`config.mk`:
```
export PLATFORM = sky130hd
export DESIGN_NAME = mux_rr_arbiter_flat
export DESIGN_NICKNAME = d
export VERILOG_FILES = /design/src/rtl/mux_rr_arbiter_if.sv /design/src/rtl/mux_rr_arbiter.sv /design/src/flat_wrapper.sv
export SDC_FILE = /design/constraint.sdc
export NUM_CORES = 1
export LEC_CHECK = 0
export CAP_MARGIN = 20
export CORE_ASPECT_RATIO = 0.5
export CORE_MARGIN = 3
export CORE_UTILIZATION = 55
export CTS_CLUSTER_DIAMETER = 50
export DETAILED_ROUTE_END_ITERATION = 10
export GPL_TIMING_DRIVEN = 0
export PLACE_DENSITY_LB_ADDON = 0.12
export SETUP_SLACK_MARGIN = 0.15
export SLEW_MARGIN = 20
export SYNTH_ARGS = -nofsm -noshare
export SYNTH_HDL_FRONTEND = slang
export SYNTH_SLANG_ARGS = --single-unit
export TNS_END_PERCENT = 5
```
`constraint.sdc`:
```
create_clock -name clk -period 5.3 [get_ports clk]
set_input_delay 1.06 -clock clk [delete_from_list [all_inputs] [get_ports clk]]
set_output_delay 1.06 -clock clk [all_outputs]
set_load 0.005 [all_outputs]
```
`src/rtl/mux_rr_arbiter_if.sv`:
```
// Request/grant bundle between the requesters and the mux round-robin arbiter.
// master = arbiter side (drives grant, select, status); slave = requester side.
interface mux_rr_arbiter_if;
   logic [7:0] req;
   logic [7:0] gnt;
   logic [2:0] sel;
   logic       busy;
   logic       timeout;

   modport master (
      input  req,
      output gnt,
      output sel,
      output busy,
      output timeout
   );

   modport slave (
      output req,
      input  gnt,
      input  sel,
      input  busy,
      input  timeout
   );
endinterface

```
`src/rtl/mux_rr_arbiter.sv`:
```
// Round-robin owner arbiter for an 8:1 mux: registered one-hot grant + select, one-cycle gap between owners.
// Optional hold timeout compiled in with `define MUX_ARB_TIMEOUT_EN (uses MAX_HOLD / CNT_W).
module mux_rr_arbiter #(
   parameter int MAX_HOLD = 16,
   parameter int CNT_W    = 8
) (
   input  logic            clk,
   input  logic            rst,
   mux_rr_arbiter_if.master bus
);

   typedef enum logic [1:0] {
      IDLE  = 2'd0,
      GRANT = 2'd1,
      GAP   = 2'd2
   } state_t;

   state_t     state_reg, state_next;
   logic [7:0] gnt_reg,   gnt_next;
   logic [2:0] sel_reg,   sel_next;
   logic [2:0] last_reg,  last_next;
   logic       busy_reg,  busy_next;

   // Requests rotated so that bit 0 is the index right after the last owner.
   logic [7:0] req_rot;
   logic       win_found;
   logic [2:0] win_idx;

   generate
      for (genvar gi = 0; gi < 8; gi++) begin : g_rot
         assign req_rot[gi] = bus.req[3'(last_reg + 3'(gi + 1))];
      end
   endgenerate

   // Lowest rotated position wins; the previous owner sits at position 7 and so ranks last.
   always_comb begin
      win_found = 1'b0;
      win_idx   = last_reg;
      for (int i = 7; i >= 0; i--) begin
         if (req_rot[i]) begin
            win_found = 1'b1;
            win_idx   = last_reg + 3'(i + 1);
         end
      end
   end

   // MAX_HOLD / CNT_W only shape the timeout path; the legality guard references them in every build.
   generate
      if (MAX_HOLD < 1 || MAX_HOLD > 255 || CNT_W < 1 || CNT_W > 31 ||
          (64'd1 << CNT_W) <= 64'(MAX_HOLD)) begin : g_illegal_params
      end
   endgenerate

`ifdef MUX_ARB_TIMEOUT_EN
   logic [CNT_W-1:0] hold_cnt_reg, hold_cnt_next;
   logic             timeout_reg,  timeout_next;
`endif

   always_comb begin
      state_next = state_reg;
      gnt_next   = gnt_reg;
      sel_next   = sel_reg;
      last_next  = last_reg;
      busy_next  = busy_reg;
`ifdef MUX_ARB_TIMEOUT_EN
      hold_cnt_next = hold_cnt_reg;
      timeout_next  = 1'b0;
`endif

      case (state_reg)
         IDLE, GAP: begin
            if (win_found) begin
               state_next = GRANT;
               gnt_next   = 8'd1 << win_idx;
               sel_next   = win_idx;
               last_next  = win_idx;
               busy_next  = 1'b1;
`ifdef MUX_ARB_TIMEOUT_EN
               hold_cnt_next = '0;
`endif
            end else begin
               state_next = IDLE;
               gnt_next   = '0;
               busy_next  = 1'b0;
            end
         end

         GRANT: begin
            // Release is checked first so it takes precedence over a coincident timeout.
            if (!bus.req[sel_reg]) begin
               state_next = GAP;
               gnt_next   = '0;
            end
`ifdef MUX_ARB_TIMEOUT_EN
            else if (hold_cnt_reg == CNT_W'(MAX_HOLD - 1)) begin
               state_next   = GAP;
               gnt_next     = '0;
               timeout_next = 1'b1;
            end else if (hold_cnt_reg != '1) begin
               hold_cnt_next = hold_cnt_reg + CNT_W'(1);
            end
`endif
         end

         default: begin
            state_next = IDLE;
            gnt_next   = '0;
            busy_next  = 1'b0;
         end
      endcase
   end

   always_ff @(posedge clk or posedge rst) begin
      if (rst) begin
         state_reg <= IDLE;
         gnt_reg   <= '0;
         sel_reg   <= '0;
         last_reg  <= 3'd7;
         busy_reg  <= 1'b0;
`ifdef MUX_ARB_TIMEOUT_EN
         hold_cnt_reg <= '0;
         timeout_reg  <= 1'b0;
`endif
      end else begin
         state_reg <= state_next;
         gnt_reg   <= gnt_next;
         sel_reg   <= sel_next;
         last_reg  <= last_next;
         busy_reg  <= busy_next;
`ifdef MUX_ARB_TIMEOUT_EN
         hold_cnt_reg <= hold_cnt_next;
         timeout_reg  <= timeout_next;
`endif
      end
   end

   assign bus.gnt  = gnt_reg;
   assign bus.sel  = sel_reg;
   assign bus.busy = busy_reg;
`ifdef MUX_ARB_TIMEOUT_EN
   assign bus.timeout = timeout_reg;
`else
   assign bus.timeout = 1'b0;
`endif

endmodule

```
`src/flat_wrapper.sv`:
```
// flat-port wrapper written by rule: the top's interface ports become plain ports
module mux_rr_arbiter_flat 
#(
   parameter int MAX_HOLD = 16,
   parameter int CNT_W    = 8
)
  (clk, rst, bus_req, bus_gnt, bus_sel, bus_busy, bus_timeout);
  mux_rr_arbiter_if bus_i ();
  input  logic clk;
  input  logic rst;
  input wire logic [$bits(bus_i.req)-1:0] bus_req;
  output wire logic [$bits(bus_i.gnt)-1:0] bus_gnt;
  output wire logic [$bits(bus_i.sel)-1:0] bus_sel;
  output wire logic [$bits(bus_i.busy)-1:0] bus_busy;
  output wire logic [$bits(bus_i.timeout)-1:0] bus_timeout;
  assign bus_i.req = bus_req;
  assign bus_gnt = bus_i.gnt;
  assign bus_sel = bus_i.sel;
  assign bus_busy = bus_i.busy;
  assign bus_timeout = bus_i.timeout;
  mux_rr_arbiter #(.MAX_HOLD(MAX_HOLD), .CNT_W(CNT_W)) u_core (.clk(clk), .rst(rst), .bus(bus_i));
endmodule
```
==> results of run 1 <==
[synthesized netlist by cell type (2+ instances only)]
master and count:
nor2_1 11, nor3_1 3, ha_1 2, buf_6 2, nand2b_1 3, clkbuf_1 10
nand3_1 3, nand2_1 9, dfstp_2 3, dfrtp_1 14, mux4_2 12, a21oi_1 10
a221oi_1 4, nor2b_1 2, xor2_1 2, mux2i_1 11, xnor2_1 3, o21ai_0 3
a32o_1 8, mux4_1 3, inv_1 9, mux2_2 8
[routing by layer]
metal  vias up  track usage (%)
met5         -                0
met4         0             7.05
met3         6             5.28
met2        59             40.3
met1       717             32.2
li1        668                -
[area by class of cell]
type	instances	share of cell area (%)
sequential	17	22.1
timing repair buffer	19	9.81
clock buffer	4	2.32
multi-input combinational	120	57.7
buffer	14	3.74
tap	37	2.39
inverter	10	1.94
[final timing paths]
kind | start | endpoint | cells after the start
max | u_core.last_reg[0]$_DFFE_PP1P_ | u_core.bus.gnt[5]$_DFFE_PP0P_ | 12
min | u_core.bus.gnt[3]$_DFFE_PP0P_ | u_core.bus.gnt[3]$_DFFE_PP0P_ | 1
max reg2reg | u_core.last_reg[0]$_DFFE_PP1P_ | u_core.bus.gnt[5]$_DFFE_PP0P_ | 12
min reg2reg | u_core.bus.gnt[3]$_DFFE_PP0P_ | u_core.bus.gnt[3]$_DFFE_PP0P_ | 1
max in group asynchronous | rst | u_core.bus.gnt[5]$_DFFE_PP0P_ | 2
min in group asynchronous | rst | u_core.bus.gnt[1]$_DFFE_PP0P_ | 2
[cells by family (layout without fill, tap and decap cells)]
| group | count (synthesis) | after routing | share of synthesized area (%) |
|---|---|---|---|
| simple gates | 39 | 39 | 11.9 |
| compound gates | 38 | 38 | 17.2 |
| mux | 35 | 35 | 34.0 |
| buf+inv | 24 | 47 | 6.64 |
| flops | 17 | 17 | 25.9 |
| xor+xnor | 5 | 5 | 2.64 |
| fa+ha+maj | 2 | 2 | 1.51 |
| other cells | 1 | 1 | 0.226 |
[layout by cell type (no fill, tap or decap), types with 2 or more instances in the layout]
cell             count
a21oi_1             10
a221oi_1             4
a32o_1               8
buf_6                2
clkbuf_1            11
clkbuf_8             3
clkdlybuf4s50_1     19
dfrtp_1             14
dfstp_2              3
ha_1                 2
inv_1                9
mux2_2               8
mux2i_1             11
mux4_1               3
mux4_2              12
nand2_1              9
nand2b_1             3
nand3_1              3
nor2_1              11
nor2b_1              2
nor3_1               3
o21ai_0              3
xnor2_1              3
xor2_1               2
[stage by stage]
stage                     area [um2]  cells  hold slack [ns]  utilization (%)  worst slack, ns
final                           1940    221            0.490             71.0            0.450
after global routing            1940    221            0.518             71.0            0.251
after CTS                       1940    221            0.494             71.0            0.486
after detailed placement        1890    217            0.480             69.3            0.528
after global placement          1890    217            0.478             69.3            0.606
after floorplan                 1660    161            0.489                -             1.12
==> impl_summary.log, run 1 <==
INFO  metric hp-class = flop to flop
INFO  metric timing.slew.headroom = 57.3%
INFO  metric hpwlAfterDp = 3010 um
INFO  metric grt_antenna_before_repair = 0
INFO  metric drt_first_pass_iters = 4
INFO  metric final_net_count = 197
INFO  metric htree_num_levels = 1
INFO  metric drv_slew = 0
INFO  metric wire_length_of_the_first_global_routing_pass = 7170 um
INFO  metric worst_pin_slew = 0.638 ns
INFO  metric cts.sinks = 17
INFO  metric rrSetupSlack = 0.45 ns
INFO  metric worstSetupEndpointType = flop
INFO  metric cap_violations = 0
INFO  metric number_of_global_route_vias_before_repair = between 1,000 and 1,500
INFO  metric status = finished, final reports clean
INFO  metric cp.buffers_inverters = 5
INFO  metric area_of_combinational_cells_with_multiple_inputs = 1120 um2
INFO  metric fillerInstances = roughly 220
INFO  metric yosysWarningCount = 0
INFO  metric synth.yosys.seq_area_share = between 20% and 30%
INFO  metric timing.final.hold_violations = 0
INFO  metric route.vias.total = 1,450
INFO  metric detail_route.drc_violations = 0
INFO  metric critPathLaunchType = flop
INFO  metric area_growth = 17.0%
INFO  metric finalSetupViolCount = 0
INFO  metric final_min_period_over_clock_period = 91.5%
INFO  metric cts.hold.buffers_added = 0
INFO  metric min_period = 4.85 ns
INFO  metric crit_path_cell_trace = buf_6 > clkbuf_1 > clkinv_1 > ha_1 > clkbuf_1 > mux4_2 > mux2i_2 > or3b_1 > or4_4 > and3b_1 > buf_6 > a32o_1
INFO  metric fp-row-count = 13
INFO  metric wl_met1 = ~1800 um
INFO  metric sequential_cell_area = approximately 430 um2
INFO  metric synth-seq-cells = 17
INFO  metric detail_route.wirelength = 4090 um
INFO  metric top_layer_used = met4
INFO  metric chipWidth = 83.6 um
INFO  metric fmax = 206 MHz
INFO  metric critical-path-max-stage-delay = 0.58 ns
INFO  metric ios = 23
INFO  metric clock_tree_from_tritoncts = done
INFO  metric synth_top_area_share = 21.1%
INFO  metric synth_area = 1660 um2
INFO  metric timing.clock.skew = 0.000432 ns
INFO  metric design.core.area = 2730 um2
INFO  metric crit_arrival = 4.98 ns
INFO  metric critical_path.max_fanout = 10
INFO  metric design.die.area = 3750 um2
INFO  metric met3_wirelength = around 320 um
INFO  metric antennaDiodeCount = 0
INFO  metric timing.setup.tns = 0 ns
INFO  metric cell_class_contributing_the_biggest_share_of_worst_path_delay = buffers and inverters
INFO  metric post_synth.cell_area_avg = 10.3 um2
INFO  metric grt.total_usage = between 20% and 30%
INFO  metric met2WireLength = 1890 um
INFO  metric via_per_inst = between 6 and 7
INFO  metric synth_nets = 173
INFO  metric die_height = 44.8 um
INFO  metric cts_repair_resizes = 0
INFO  metric clk_latency = 0.24 ns
INFO  metric synth-async-reset-ratio = 100%
INFO  metric final_layout_size_suffix_gt1_share = 17.9%
INFO  metric grt_max_degree = 18
INFO  metric netlist.top_cell.by_area = dfrtp_1
INFO  metric clock_pin_slew_worst_setup_and_hold_paths = 0.06 ns
INFO  metric cells_after_synthesis = between 150 and 200
INFO  metric wire_per_inst = 18.5 um
INFO  metric detailedRoute.firstIterationViolations = around 140
INFO  metric top_flip_flop_cell_by_instance_count_after_synthesis = dfrtp_1
INFO  metric postCtsSetupBuffers = 0
INFO  metric grt_overflow_total = 0
INFO  metric rsz0062_at_grt = false
INFO  metric clock-root-buffer = clkbuf_8
INFO  metric yosys-top-cells-area = dfrtp_1 21%, mux4_2 16%, mux2i_1 6.6%, mux2_2 5.4%, a32o_1 4.8%
INFO  metric io_buffer_count = 19
INFO  metric cts-buffers-inserted = 3
INFO  metric worst_case_clock_buffer_depth = 2
INFO  metric initial_core_util = around three fifths
INFO  metric synth-edff-count = 0
INFO  metric antenna_violating_nets_post_route = 0
INFO  metric largest_register_ffs = 8
INFO  metric critical_path_required = 5.43 ns
INFO  metric place.gp.congestion = 0.874
INFO  metric timing.setup.critical_path_class = flop to flop
INFO  metric synth.distinct_cells = 48
INFO  metric critical-path-slowest-cell = dfstp_2
Power of run 1 is left out: the tool's default activity adds up to more than one toggle a clock period on the data nets, which glitch-free logic cannot reach.
==> run 2: changes to the inputs <==
- CORE_MARGIN: 3 -> default
==> run 2 against run 1 <==
  * Wire length is 2.0% higher
  * Sequential share of layout area is essentially flat
  * Setup slack better by 0.012 ns
  * Largest cell class unchanged
==> impl_summary.log, run 2 (synthesized netlist as in run 1, its figures left out) <==
INFO  metric status = finished, final reports clean
INFO  metric fmax = about 210 MHz
INFO  metric detail_route.wirelength = ~4200 um
INFO  metric clock-root-buffer = clkbuf_8
INFO  metric clock_tree_from_tritoncts = done
INFO  metric rr_endpoint = u_core.bus.gnt[0]$_DFFE_PP0P_
INFO  metric worst_pin_slew = between 0.6 and 0.7 ns
INFO  metric timing.clock.skew = approximately 0.0028 ns
INFO  metric place.gp.congestion = 0.884
INFO  metric initial_core_util = 61.0%
INFO  metric route.vias.total = about 1,400
INFO  metric timing.setup.critical_path_class = flop to flop
INFO  metric path_common_cell = clkbuf_1
INFO  metric cp.buffers_inverters = 5
INFO  metric hp-class = flop to flop
INFO  metric design.die.area = 3250 um2
INFO  metric finalSetupViolCount = 0
INFO  metric cts.sinks = 17
INFO  metric crit_arrival = roughly 5 ns
INFO  metric critical_path.max_fanout = 10
INFO  metric area_growth = 17.1%
INFO  metric mostFrequentLayoutCells = 19 x clkdlybuf4s50_1, 14 x dfrtp_1, 12 x mux4_2
INFO  metric timing.final.hold_violations = 0
INFO  metric chipWidth = 79.6 um
INFO  metric design.core.area = between 2000 and 3000 um2
INFO  metric final_net_count = 197
INFO  metric drv_slew = 0
INFO  metric reg2reg_depth = 12
INFO  metric critPathLaunchType = flop
INFO  metric via_per_inst = 6.56
INFO  metric cts_repair_resizes = 0
INFO  metric detailedRoute.firstIterationViolations = 169
INFO  metric clock_pin_slew_worst_setup_and_hold_paths = 0.07 ns
INFO  metric detail_route.drc_violations = 0
INFO  metric crit_path_cell_trace = clkbuf_1 > clkbuf_1 > inv_1 > ha_1 > clkbuf_1 > mux4_2 > mux2i_2 > or3b_1 > or4_4 > and3b_1 > buf_6 > a32o_1
INFO  metric rrSetupSlack = 0.46 ns
INFO  metric critical-path-slowest-cell = dfstp_2
INFO  metric postCtsSetupBuffers = 0
INFO  metric largest_register_ffs = 8
INFO  metric antennaDiodeCount = 0
INFO  metric wire_length_of_the_first_global_routing_pass = 6440 um
INFO  metric critical_path_required = 5.44 ns
INFO  metric cts-buffers-inserted = 3
INFO  metric fp-row-count = 13
INFO  metric htree_num_levels = 1
INFO  metric timing.slew.headroom = approximately three fifths
INFO  metric antenna_violating_nets_post_route = 0
INFO  metric cap_violations = 0
INFO  metric worst_case_clock_buffer_depth = 2
INFO  metric worst_setup_path_startpoint = u_core.last_reg[1]$_DFFE_PP1P_
INFO  metric hpwlAfterDp = 3020 um
INFO  metric final_layout_size_suffix_gt1_share = 18.5%
INFO  metric cts.hold.buffers_added = 0
INFO  metric io_buffer_count = 19
INFO  metric critical-path-max-stage-delay = 0.57 ns
INFO  metric grt.total_usage = 28.3%
INFO  metric grt_overflow_total = 0
INFO  metric clk_latency = 0.26 ns
INFO  metric timing.setup.tns = 0 ns
INFO  metric reg2reg_from = u_core.last_reg[1]$_DFFE_PP1P_
INFO  metric drt_first_pass_iters = 4
INFO  metric rsz0062_at_grt = false
INFO  metric number_of_global_route_vias_before_repair = about 1,300
INFO  metric worstSetupEndpointType = flop
INFO  metric ios = 23
INFO  metric grt_max_degree = 18
INFO  metric min_period = 4.84 ns
INFO  metric cell_class_contributing_the_biggest_share_of_worst_path_delay = buffers and inverters
INFO  metric wire_per_inst = 18.9 um
INFO  metric crit_path_end = u_core.bus.gnt[0]$_DFFE_PP0P_
INFO  metric most_frequent_standard_cell_in_the_layout_excluding_fill_and_tap_cells = clkdlybuf4s50_1
INFO  metric die_height = 40.8 um
INFO  metric final_min_period_over_clock_period = roughly 91%
INFO  metric finalCoreUtilization = 71.4%
INFO  metric worst-path-stages = 12
INFO  metric grt_antenna_before_repair = 0
[run 2: cell types whose count changed in the layout (fill, tap and decap cells not counted), sizes merged]
cell,delta
clkbuf,-1
clkinv,+1
[run 2: per-stage QoR]
step | std cells | hold WS (ns) | setup slack [ns] | instance area (um2)
6_report | 221 | 0.493 | 0.462 | 1940
5_1_grt | 221 | 0.500 | 0.237 | 1940
4_1_cts | 221 | 0.496 | 0.507 | 1940
3_5_place_dp | 217 | 0.484 | 0.524 | 1890
3_3_place_gp | 217 | 0.477 | 0.612 | 1890
2_1_floorplan | 161 | 0.489 | 1.12 | 1660
[run 2: how the worst min path moves through the flow]
stage,from,to,cells past startpoint
after floorplan,u_core.bus.gnt[0]$_DFFE_PP0P_,u_core.bus.gnt[0]$_DFFE_PP0P_,1
after global placement,u_core.bus.gnt[3]$_DFFE_PP0P_,u_core.bus.gnt[3]$_DFFE_PP0P_,1
after detailed placement,u_core.bus.gnt[6]$_DFFE_PP0P_,u_core.bus.gnt[6]$_DFFE_PP0P_,1
after CTS,u_core.bus.gnt[6]$_DFFE_PP0P_,u_core.bus.gnt[6]$_DFFE_PP0P_,1
after global routing,u_core.bus.gnt[6]$_DFFE_PP0P_,u_core.bus.gnt[6]$_DFFE_PP0P_,1
final,u_core.bus.gnt[6]$_DFFE_PP0P_,u_core.bus.gnt[6]$_DFFE_PP0P_,1
[run 2: per-layer routing]
metal / vias to the layer above / track usage [%] / part of all wire [%]
met5: - / 0 / 0
met4: 0 / 14.5 / 1.8
met3: 8 / 3.33 / 6.4
met2: 58 / 45.7 / 46
met1: 714 / 39.2 / 46
li1: 669 / - / -
[run 2: final cells by class]
class | count | area (um2)
Inverter | 10 | 37.5
Clock buffer | 3 | 41.3
Fill cell | 195 | 776
Sequential cell | 17 | 429
Multi-Input combinational cell | 120 | 1120
Timing Repair Buffer | 19 | 190
Buffer | 14 | 72.6
Tap cell | 37 | 46.3
Clock inverter | 1 | 5.00
Power of run 2 is left out for the same reason.
